[src/rtl/pixel_fetch_pkg.sv]
// Mode constants, palette sizing and bit-replication helpers shared by the
// pixel fetch pipeline and its palette.
package pixel_fetch_pkg;
  localparam logic [1:0] BPP_1        = 2'd0;
  localparam logic [1:0] BPP_2        = 2'd1;
  localparam logic [1:0] BPP_4        = 2'd2;
  localparam logic [1:0] BPP_8_RGB332 = 2'd3;

  localparam int PAL_DEPTH   = 16;
  localparam int PAL_IDX_W   = 4;
  localparam int MAX_COLOR_W = 32;

  // Repeats the low src_w bits of value MSB-first, then keeps the top color_w bits.
  function automatic logic [MAX_COLOR_W-1:0] rep_expand(input logic [7:0] value,
                                                        input int src_w,
                                                        input int color_w);
    logic [63:0] acc;
    logic [63:0] src;
    int          total;
    acc   = '0;
    total = 0;
    src   = 64'(value) & ((64'd1 << src_w) - 64'd1);
    for (int r = 0; r < MAX_COLOR_W; r++) begin
      if (total < color_w) begin
        acc   = (acc << src_w) | src;
        total = total + src_w;
      end
    end
    return MAX_COLOR_W'(acc >> (total - color_w));
  endfunction

  // All three channels of a default entry share this value.
  function automatic logic [MAX_COLOR_W-1:0] default_pal_entry(input logic [PAL_IDX_W-1:0] i,
                                                               input int color_w);
    return rep_expand({4'b0000, i}, PAL_IDX_W, color_w);
  endfunction
endpackage

[src/rtl/pixel_palette.sv]
// 16-entry {R,G,B} palette: synchronous write, reset to a grey ramp, combinational read.
module pixel_palette
  import pixel_fetch_pkg::*;
#(
  parameter int COLOR_W = 8
) (
  input  logic                 clk,
  input  logic                 rst,
  input  logic                 we_i,
  input  logic [PAL_IDX_W-1:0] waddr_i,
  input  logic [3*COLOR_W-1:0] wdata_i,
  input  logic [PAL_IDX_W-1:0] raddr_i,
  output logic [3*COLOR_W-1:0] rdata_o
);
  logic [3*COLOR_W-1:0] pal_q [PAL_DEPTH];

  always_ff @(posedge clk) begin
    if (rst) begin
      for (int i = 0; i < PAL_DEPTH; i++) begin
        pal_q[i] <= {3{COLOR_W'(default_pal_entry(PAL_IDX_W'(i), COLOR_W))}};
      end
    end else if (we_i) begin
      pal_q[waddr_i] <= wdata_i;
    end
  end

  // Read before write: a same-edge write is seen only by later reads.
  assign rdata_o = pal_q[raddr_i];
endmodule

[src/rtl/pixel_fetch.sv]
// Three-stage pixel fetch: ROM word addressing, MSB-first field extraction,
// then palette lookup or RGB332 expansion into registered RGB outputs.
module pixel_fetch
  import pixel_fetch_pkg::*;
#(
  parameter int ADDR_W  = 19,
  parameter int WORD_W  = 8,
  parameter int COLOR_W = 8
) (
  input  logic                 clk,
  input  logic                 rst,
  input  logic                 in_valid,
  input  logic [ADDR_W-1:0]    vga_addr,
  input  logic [1:0]           bpp_sel,
  output logic                 rom_rden,
  output logic [ADDR_W-1:0]    rom_addr,
  input  logic [WORD_W-1:0]    rom_data,
  input  logic                 pal_we,
  input  logic [PAL_IDX_W-1:0] pal_addr,
  input  logic [3*COLOR_W-1:0] pal_data,
  output logic                 out_valid,
  output logic [COLOR_W-1:0]   o_red,
  output logic [COLOR_W-1:0]   o_green,
  output logic [COLOR_W-1:0]   o_blue
);
  localparam int               OFS_W    = $clog2(WORD_W);
  localparam logic [OFS_W-1:0] OFS_MASK = OFS_W'(WORD_W - 1);

  // Stage 0: word address and pixel offset; log2(ppw) = log2(WORD_W) - mode
  logic [OFS_W-1:0] k_d;

  always_comb begin
    rom_rden = in_valid;
    rom_addr = vga_addr >> (OFS_W - int'(bpp_sel));
    k_d      = vga_addr[OFS_W-1:0] & (OFS_MASK >> bpp_sel);
  end

  logic             vld_p1_q;
  logic [OFS_W-1:0] k_p1_q;
  logic [1:0]       mode_p1_q;

  always_ff @(posedge clk) begin
    if (rst) begin
      vld_p1_q  <= 1'b0;
      k_p1_q    <= '0;
      mode_p1_q <= BPP_1;
    end else begin
      vld_p1_q  <= in_valid;
      k_p1_q    <= k_d;
      mode_p1_q <= bpp_sel;
    end
  end

  // Stage 1: ROM word arrives; pixel k sits k fields below the MSB
  int                fw;
  logic [WORD_W-1:0] aligned;
  logic [7:0]        field_d;

  always_comb begin
    fw      = 1 << mode_p1_q;
    aligned = rom_data >> (WORD_W - (int'(k_p1_q) + 1) * fw);
    field_d = aligned[7:0] & (8'hFF >> (8 - fw));
  end

  logic       vld_p2_q;
  logic [1:0] mode_p2_q;
  logic [7:0] field_p2_q;

  always_ff @(posedge clk) begin
    if (rst) begin
      vld_p2_q   <= 1'b0;
      mode_p2_q  <= BPP_1;
      field_p2_q <= '0;
    end else begin
      vld_p2_q   <= vld_p1_q;
      mode_p2_q  <= mode_p1_q;
      field_p2_q <= field_d;
    end
  end

  // Stage 2: palette index by field replication, or direct RGB332 expansion
  logic [PAL_IDX_W-1:0] idx_d;
  logic [3*COLOR_W-1:0] pal_rgb;
  logic [COLOR_W-1:0]   red_d, green_d, blue_d;

  always_comb begin
    unique case (mode_p2_q)
      BPP_1:   idx_d = {4{field_p2_q[0]}};
      BPP_2:   idx_d = {2{field_p2_q[1:0]}};
      default: idx_d = field_p2_q[3:0];
    endcase
  end

  pixel_palette #(
    .COLOR_W (COLOR_W)
  ) u_palette (
    .clk     (clk),
    .rst     (rst),
    .we_i    (pal_we),
    .waddr_i (pal_addr),
    .wdata_i (pal_data),
    .raddr_i (idx_d),
    .rdata_o (pal_rgb)
  );

  always_comb begin
    red_d   = '0;
    green_d = '0;
    blue_d  = '0;
    if (vld_p2_q) begin
      if (mode_p2_q == BPP_8_RGB332) begin
        red_d   = COLOR_W'(rep_expand({5'b0, field_p2_q[7:5]}, 3, COLOR_W));
        green_d = COLOR_W'(rep_expand({5'b0, field_p2_q[4:2]}, 3, COLOR_W));
        blue_d  = COLOR_W'(rep_expand({6'b0, field_p2_q[1:0]}, 2, COLOR_W));
      end else begin
        {red_d, green_d, blue_d} = pal_rgb;
      end
    end
  end

  // Stage 3: registered outputs
  always_ff @(posedge clk) begin
    if (rst) begin
      out_valid <= 1'b0;
      o_red     <= '0;
      o_green   <= '0;
      o_blue    <= '0;
    end else begin
      out_valid <= vld_p2_q;
      o_red     <= red_d;
      o_green   <= green_d;
      o_blue    <= blue_d;
    end
  end
endmodule

[config.mk]
export PLATFORM = sky130hd
export DESIGN_NAME = pixel_fetch
export DESIGN_NICKNAME = d
export VERILOG_FILES = /design/src/rtl/pixel_fetch_pkg.sv /design/src/rtl/pixel_palette.sv /design/src/rtl/pixel_fetch.sv
export SDC_FILE = /design/constraint.sdc
export NUM_CORES = 1
export LEC_CHECK = 0
export CORE_MARGIN = 3
export CORE_UTILIZATION = 24
export DETAILED_ROUTE_END_ITERATION = 6
export MAX_ROUTING_LAYER = met4
export REMOVE_ABC_BUFFERS = 1
export SYNTH_ARGS = -nofsm -noshare
export SYNTH_HDL_FRONTEND = slang
export SYNTH_HIERARCHICAL = 1
export SYNTH_SLANG_ARGS = --single-unit
[constraint.sdc]
create_clock -name clk -period 5.05 [get_ports clk]
set_clock_uncertainty 0.05 [all_clocks]
set_input_delay 0.7575 -clock clk [delete_from_list [all_inputs] [get_ports clk]]
set_output_delay 0.7575 -clock clk [all_outputs]
set_load 0.02 [all_outputs]
Yosys cells after proc, flatten, opt, wreduce, memory -nomap -nowiden

Memory sizes are Yosys's and may differ from the RTL's.
Index checks and enable logic that the tools add are counted.

Bits in read-only memories: 0
Bits of input ports: 61
Output and inout port bits: 45
Logic and storage cells: 1,891
Register bits after elaboration: 42
RAM bits: 384
Bits in latches: 0
Memories: 1

Bitwise gates (word level): 96
$add $sub $neg: 100
Multiply operators: 1
Divide/modulo/power cells: 0
Order comparisons: 93
Shift-type cells: 24
Multiplexer cells: 1,561
Equality and inequality tests: 2
Reduce and logical (&&, ||, !) cells: 3

Memories:

| memory          | words | width | rd ports | clocked after Yosys merged registers in | wr ports | RTL line            | RTL |
|---|---|---|---|---|---|---|---|
| u_palette.pal_q | 16    | 24    | 1        | 0                                       | 16       | pixel_palette.sv:15 | `logic [3*COLOR_W-1:0] pal_q [PAL_DEPTH];` |

Operator list:

| kind                                                | number |
|---|---|
| two-way mux 64 bit                                  | 1,293 |
| two-way mux 32 bit                                  | 253 |
| bitwise OR 64 x 3 -> 64 bit                         | 62 |
| < comparator 32 x 5 -> 1 bit, second input constant | 93 |
| adder 32 x 3 -> 32 bit, second input constant       | 62 |
| bitwise OR 64 x 2 -> 64 bit                         | 31 |
| >> shifter 64 x 32 -> 8 bit                         | 19 |
| adder 32 x 4 -> 32 bit, second input constant       | 31 |
| subtractor 32 x 5 -> 32 bit, second input constant  | 3 |
| subtractor 5 x 32 -> 32 bit, first input constant   | 2 |
| two-way mux 8 bit                                   | 6 |
| multiplier 5 x 32 -> 32 bit                         | 1 |
| << shifter 1 x 2 -> 32 bit, first input constant    | 1 |
| >> shifter 19 x 32 -> 19 bit                        | 1 |
| >> shifter 8 x 32 -> 8 bit                          | 1 |
| >> shifter 8 x 32 -> 8 bit, first input constant    | 1 |
| two-way mux 24 bit                                  | 1 |
| OR reduction 24 bit                                 | 1 |
| bitwise AND 8 bit                                   | 1 |
| one-hot mux 4 bit (2 select lines)                  | 1 |
| two-way mux 1 bit                                   | 6 |
| adder 3 x 1 -> 4 bit, second input constant         | 1 |
| two-way mux 4 bit                                   | 1 |
| bitwise AND 3 bit                                   | 1 |
| other kinds (7)                                     | 7 |

Longest topological paths before layout

Depth after elaboration: 131
Mapped depth: 19

Modules after synthesis

Netlist, hierarchy kept.

By module, submodules not included:

| module        | times used | area an instance (um2) | cells an instance |
|---|---|---|---|
| pixel_palette | 1          | 17,306.6               | 1,089 |
| pixel_fetch   | 1          | 2,707.6                | 299 |

Worst setup path before layout

No wires, ideal clock.

Path type: register -> register
Start point: register k_p1_q[0]
End point: register field_p2_q[1]
Stages on the path, launching flop included: 20
Buffers on the path: 0
Setup slack: 0.701 ns
Required time: 4.897 ns
Arrival time: 4.196 ns
Period minus slack after synthesis: 4.349 ns
Path through: dfxtp_1 ha_1 xnor2_1 nor2_1 ha_1 ha_1 inv_1 fa_1 ha_1 ha_1 a21o_1 o21ai_0 a21oi_1 or2_2 ha_1 nor2_1 nand3_1 a221oi_2 nand2_2 a2111oi_2

Word-level cells in the longest chain between the ends: 5

Ends and longest elaborated chain:

| element                     | RTL line          | RTL |
|---|---|---|
| start: declaration          | pixel_fetch.sv:39 | `logic [OFS_W-1:0] k_p1_q;` |
| start signal: assignment    | pixel_fetch.sv:49 | `k_p1_q <= k_d;` |
| adder 3 x 1 -> 4 bit        | pixel_fetch.sv:61 | `aligned = rom_data >> (WORD_W - (int'(k_p1_q) + 1) * fw);` |
| multiplier 5 x 32 -> 32 bit | pixel_fetch.sv:61 |  |
| subtractor 5 x 32 -> 32 bit | pixel_fetch.sv:61 |  |
| >> shifter 8 x 32 -> 8 bit  | pixel_fetch.sv:61 |  |
| bitwise AND 8 bit           | pixel_fetch.sv:62 | `field_d = aligned[7:0] & (8'hFF >> (8 - fw));` |
| end signal: assignment      | pixel_fetch.sv:77 | `field_p2_q <= field_d;` |
| end: declaration            | pixel_fetch.sv:67 | `logic [7:0] field_p2_q;` |

Every way passes these cells.
A chain may end at the register's enable or synchronous reset.

Worst setup path in the final report

Ends and elaborated chain as after synthesis.

==> flow_results.org <==
** Status
- The flow ran to the end, and the final reports show no timing, DRC or antenna violations.

** Clock tree
- Number of H-tree branching levels :: 2
- TritonCTS built the clock tree.
- Clock slew at the register clock pins of the worst setup and hold paths :: 0.06 ns
- The tree built by TritonCTS fans out to 426 sinks.
- The tree is rooted in a sky130_fd_sc_hd__clkbuf_16.
- Clk Latency, worst-skew pair :: 0.57 ns
- Number of buffers created by CTS :: 43
- Bufs on Longest Clock Path :: 3
- Hold buffer count at cts :: 0

** Worst hold path
- Along the worst hold path, the cell count comes to 1.
- Worst min-delay path category :: register to register
- For hold timing, the worst endpoint is vld_p2_q.
- Hold Crit Start :: vld_p1_q

** Floorplanning
- The region available for standard cell placement spans 0.0824 mm2.
- The initial utilization of the core area, before any placement, comes to 24.3%.
- Total die area :: 0.0869 mm2
- Die width :: 295 um
- During I/O placement, the number of pins put on the boundary was 106.
- The die is 295 um tall.
- The floorplan has 105 rows.

** Placed design
- Half-perimeter wire length after detailed placement :: 34.2 mm
- Routability-driven placement finished with a final weighted congestion of 0.760.
- Placed Instance Area :: 0.0222 mm2
- Worst slack at placement :: 0.313 ns
- The count of buffers added on input and output ports is 105.

** Worst setup path
- Ordered list of cells on the worst path :: ha_1 > xnor2_1 > nor2_1 > ha_1 > ha_1 > inv_1 > fa_1 > ha_1 > ha_1 > a21o_1 > o21ai_1 > a21oi_1 > or2_2 > ha_1 > nor2_1 > nand3_1 > a221oi_2 > nand2_2 > a2111oi_2
- Reg-to-reg setup timing slack :: 0.39 ns
- For this design, the slowest cell found on the critical path is sky130_fd_sc_hd__fa_1.
- In this run the critical register-to-register path is launched from k_p1_q[0].
- STA classifies the critical path startpoint as a register.
- Data arrival time of the critical path :: 5.06 ns
- Most repeated library cell on the critical path :: sky130_fd_sc_hd__ha_1
- The worst setup path is of the register to register kind.
- The largest single stage delay on the critical path is 0.42 ns.
- The worst setup path is captured at a register.
- Critical register-to-register path endpoint :: field_p2_q[1]
- At the worst endpoint, the required time is 5.45 ns.
- CP Max Fanout :: 6
- Number of cell instances on the worst register-to-register path :: 19

** Timing
- The number of pins exceeding their max-slew limit in the final report came to 0.
- Fin worst setup slack :: 0.389 ns
- Period utilization :: 92.3%
- Final hold vios :: 0
- Accumulated negative setup slack :: 0 ns
- Setup-violating endpoint count in the final report :: 0
- Final period demand of the worst path :: 4.66 ns
- Measured against its own limit, the worst slew margin works out to 21.8%.
- Highest achievable clock rate :: 215 MHz
- For the pin with the worst max-slew slack, the measured transition is 1.17 ns.
- Setup repair after global routing missed its margin :: false

** Power and ir drop
- Sequential cells account for 50.1% of the total power.
- VDD sags by at most 0.269 mV.
- Switching power :: 2.02 mW
- In this run, the clock network consumes 37.3% of the power.
- Leakage dissipation :: 7.58 nW
- Internal power of the cells :: 6.14 mW
- Switching portion of total power :: 24.8%
- Fraction of power consumed by combinational cells :: 12.5%
- Dividing total power by cell area gives a power density of 347 mW/mm2.

** Logic synthesis
- EDFF count, synth :: 384
- Synthesized instance count :: 1,388
- Each instance of the synthesized netlist takes up on average 14.4 um2.
- Seq/Total Area, Yosys :: 61.8%
- Number of distinct library cell variants in the gate-level netlist after synthesis :: 56
- In the synthesized netlist the async set-or-reset flop fraction comes to 0%.
- The synthesized netlist occupies a cell area of 0.0200 mm2.
- Yosys synthesis warning count :: 6
- Most frequently used flop master after synthesis :: sky130_fd_sc_hd__edfxtp_1
- Yosys reg bits :: 426

** Routing
- Number of DRC markers after the initial detailed-route iteration :: 959
- After detailed routing, the number of vias per cell comes to 4.76.
- For this block, the routed nets add up to 55.9 mm of wire.
- Summing over every cut layer, the via total after detailed routing is 12,152.
- Dividing the detail-routed wire length by the instance count gives 21.9 um.
- The first TritonRoute pass finished after 5 iterations.
- Post-route antenna net violation count :: 0
- DRC viols :: 0

** Layout
- Core occupancy in the finished layout :: 28.5%
- Leading cell type in the layout, fill and taps excluded :: sky130_fd_sc_hd__edfxtp_1
- From synthesis to final layout, the design area changed by 17.5%.
- Cells with a size suffix above 1 make up 16.9% of the layout.
- Most frequent cells in the layout :: 384 x sky130_fd_sc_hd__edfxtp_1, 194 x sky130_fd_sc_hd__and2_1, 169 x sky130_fd_sc_hd__or3_1
- The finished cells cover 0.0235 mm2.
- Post-layout nets :: 1,530

** Global routing
- Wire length of the first global-routing pass :: 82.6 mm
- The initial antenna violation count was 4.
- Global route overflow :: 0
- Number of global-route vias before repair :: 12,592
- For this run, the total global-route usage over all layers was measured as 13.1%.
- Maximum number of pins on one net before global-route repair :: 83

** Job
- Number of maximum-capacitance violations :: 0
==> worst max path at each step <==
stage / startpoint / to / slack [ns] / cells past startpoint
final: k_p1_q[0] / field_p2_q[1] / 0.39 / 19
after global routing: k_p1_q[0] / field_p2_q[1] / 0.02 / 19
after CTS: k_p1_q[0] / field_p2_q[1] / 0.31 / 19
after detailed placement: k_p1_q[0] / field_p2_q[7] / 0.31 / 19
after global placement: k_p1_q[0] / field_p2_q[1] / 0.40 / 19
after floorplan: field_p2_q[0] / o_blue[0] / -1.69 / 6
==> timing repair <==
| item | 4_1_cts | 5_1_grt |
|---|---|---|
| buffers inserted | 0 | 0 |
| setup endpoints to repair | 0 | 5 |
| gates resized for setup | 0 | 1 |
==> logic make-up (layout without fill, tap and decap cells) <==
family          after synthesis  in the layout  synth area share, %
mux                         130            130                 13.2
xor+xnor                      3              3                0.131
fa+ha+maj                    27             27                 1.84
buf+inv                     152            240                 3.28
flops                       426            426                 61.8
compound gates               96             96                 3.29
other cells                   0              5                    0
simple gates                554            554                 16.5
==> critical path, delay by kind of cell (launching register included) <==
family                   cells  cell delay, ns
adder cells (fa/ha/maj)      7            2.05
buffers and inverters        1            0.07
XOR/XNOR                     1            0.27
AND/OR/NAND/NOR              5            0.71
flip-flops                   1            0.36
AO/OA/AOI/OAI                5            1.05
==> cells in the mapped netlist, types with 2 or more instances <==
library cell / n / area share [%]
sky130_fd_sc_hd__edfxtp_1: 384 / 58
sky130_fd_sc_hd__and2_1: 194 / 6.1
sky130_fd_sc_hd__or3_1: 169 / 5.3
sky130_fd_sc_hd__mux4_2: 105 / 12
sky130_fd_sc_hd__clkbuf_1: 99 / 1.9
sky130_fd_sc_hd__nor2_1: 50 / 0.94
sky130_fd_sc_hd__a22oi_1: 48 / 1.8
sky130_fd_sc_hd__dfxtp_1: 42 / 4.2
sky130_fd_sc_hd__nand2_1: 36 / 0.68
sky130_fd_sc_hd__a21oi_1: 31 / 0.78
sky130_fd_sc_hd__nand2b_1: 25 / 0.78
sky130_fd_sc_hd__ha_1: 23 / 1.4
sky130_fd_sc_hd__inv_1: 20 / 0.38
sky130_fd_sc_hd__mux2i_1: 20 / 1.0
sky130_fd_sc_hd__or2_2: 17 / 0.53
sky130_fd_sc_hd__buf_2: 13 / 0.33
sky130_fd_sc_hd__and3_1: 12 / 0.38
sky130_fd_sc_hd__nor2b_1: 10 / 0.31
sky130_fd_sc_hd__nor3_1: 10 / 0.25
sky130_fd_sc_hd__buf_4: 8 / 0.30
sky130_fd_sc_hd__nand3_1: 6 / 0.15
sky130_fd_sc_hd__or2b_1: 6 / 0.23
sky130_fd_sc_hd__buf_1: 4 / 0.075
sky130_fd_sc_hd__buf_6: 4 / 0.23
sky130_fd_sc_hd__fa_1: 4 / 0.40
sky130_fd_sc_hd__mux2_2: 4 / 0.23
sky130_fd_sc_hd__o21ai_0: 4 / 0.10
sky130_fd_sc_hd__clkbuf_2: 3 / 0.075
sky130_fd_sc_hd__a211oi_1: 2 / 0.075
sky130_fd_sc_hd__a21o_1: 2 / 0.075
sky130_fd_sc_hd__nand4_1: 2 / 0.063
sky130_fd_sc_hd__nand4bb_1: 2 / 0.11
sky130_fd_sc_hd__nor2_4: 2 / 0.11
sky130_fd_sc_hd__nor3_2: 2 / 0.10
sky130_fd_sc_hd__nor4_1: 2 / 0.063
sky130_fd_sc_hd__o21bai_1: 2 / 0.075
sky130_fd_sc_hd__xnor2_1: 2 / 0.088
==> power by group through the flow <==
stage | combinational [mW] | clock, mW | sequential [mW]
2_1_floorplan | 0.600 | 0 | 4.18
3_3_place_gp | 1.02 | 0 | 4.16
3_5_place_dp | 1.03 | 0 | 4.17
4_1_cts | 1.03 | 3.11 | 4.09
5_1_grt | 1.09 | 3.25 | 4.11
6_report | 1.02 | 3.05 | 4.09
==> metal layers <==
metal / track usage (%) / vias up / share of wire (%)
met3: 2.40 / 107 / 7.6
li1: - / 5331 / -
met2: 21.9 / 459 / 50
met1: 16.0 / 6255 / 39
met4: 4.59 / 0 / 3.2
met5: - / - / 0
==> stage by stage <==
step                instances  power (mW)  hold WS [ns]
floorplan                1257        4.78         0.364
global placement         2467        5.17         0.380
detailed placement       2467        5.20         0.379
CTS                      2546        8.24         0.405
global route             2549        8.45         0.421
finish                   2551        8.16         0.403
==> area by class of cell <==
type                    instances  area (um2)
repair buffers                140        1330
fillers                      8118       58900
inverters                      21        83.8
clock inverters                31         230
clock buffers                  48        1090
multi-input cells             810        7050
flip-flops and latches        426       12400
well taps                    1070        1340
diodes                          5        12.5
==> state kept, by name (all words and copies together), names as in the netlist <==
name,cells
o_green,8
out_valid,1
mode_p2_q,2
u_palette/pal_q,384
mode_p1_q,2
k_p1_q,3
o_blue,8
vld_p2_q,1
o_red,8
vld_p1_q,1
field_p2_q,8
(Power assumes the default switching activity.)
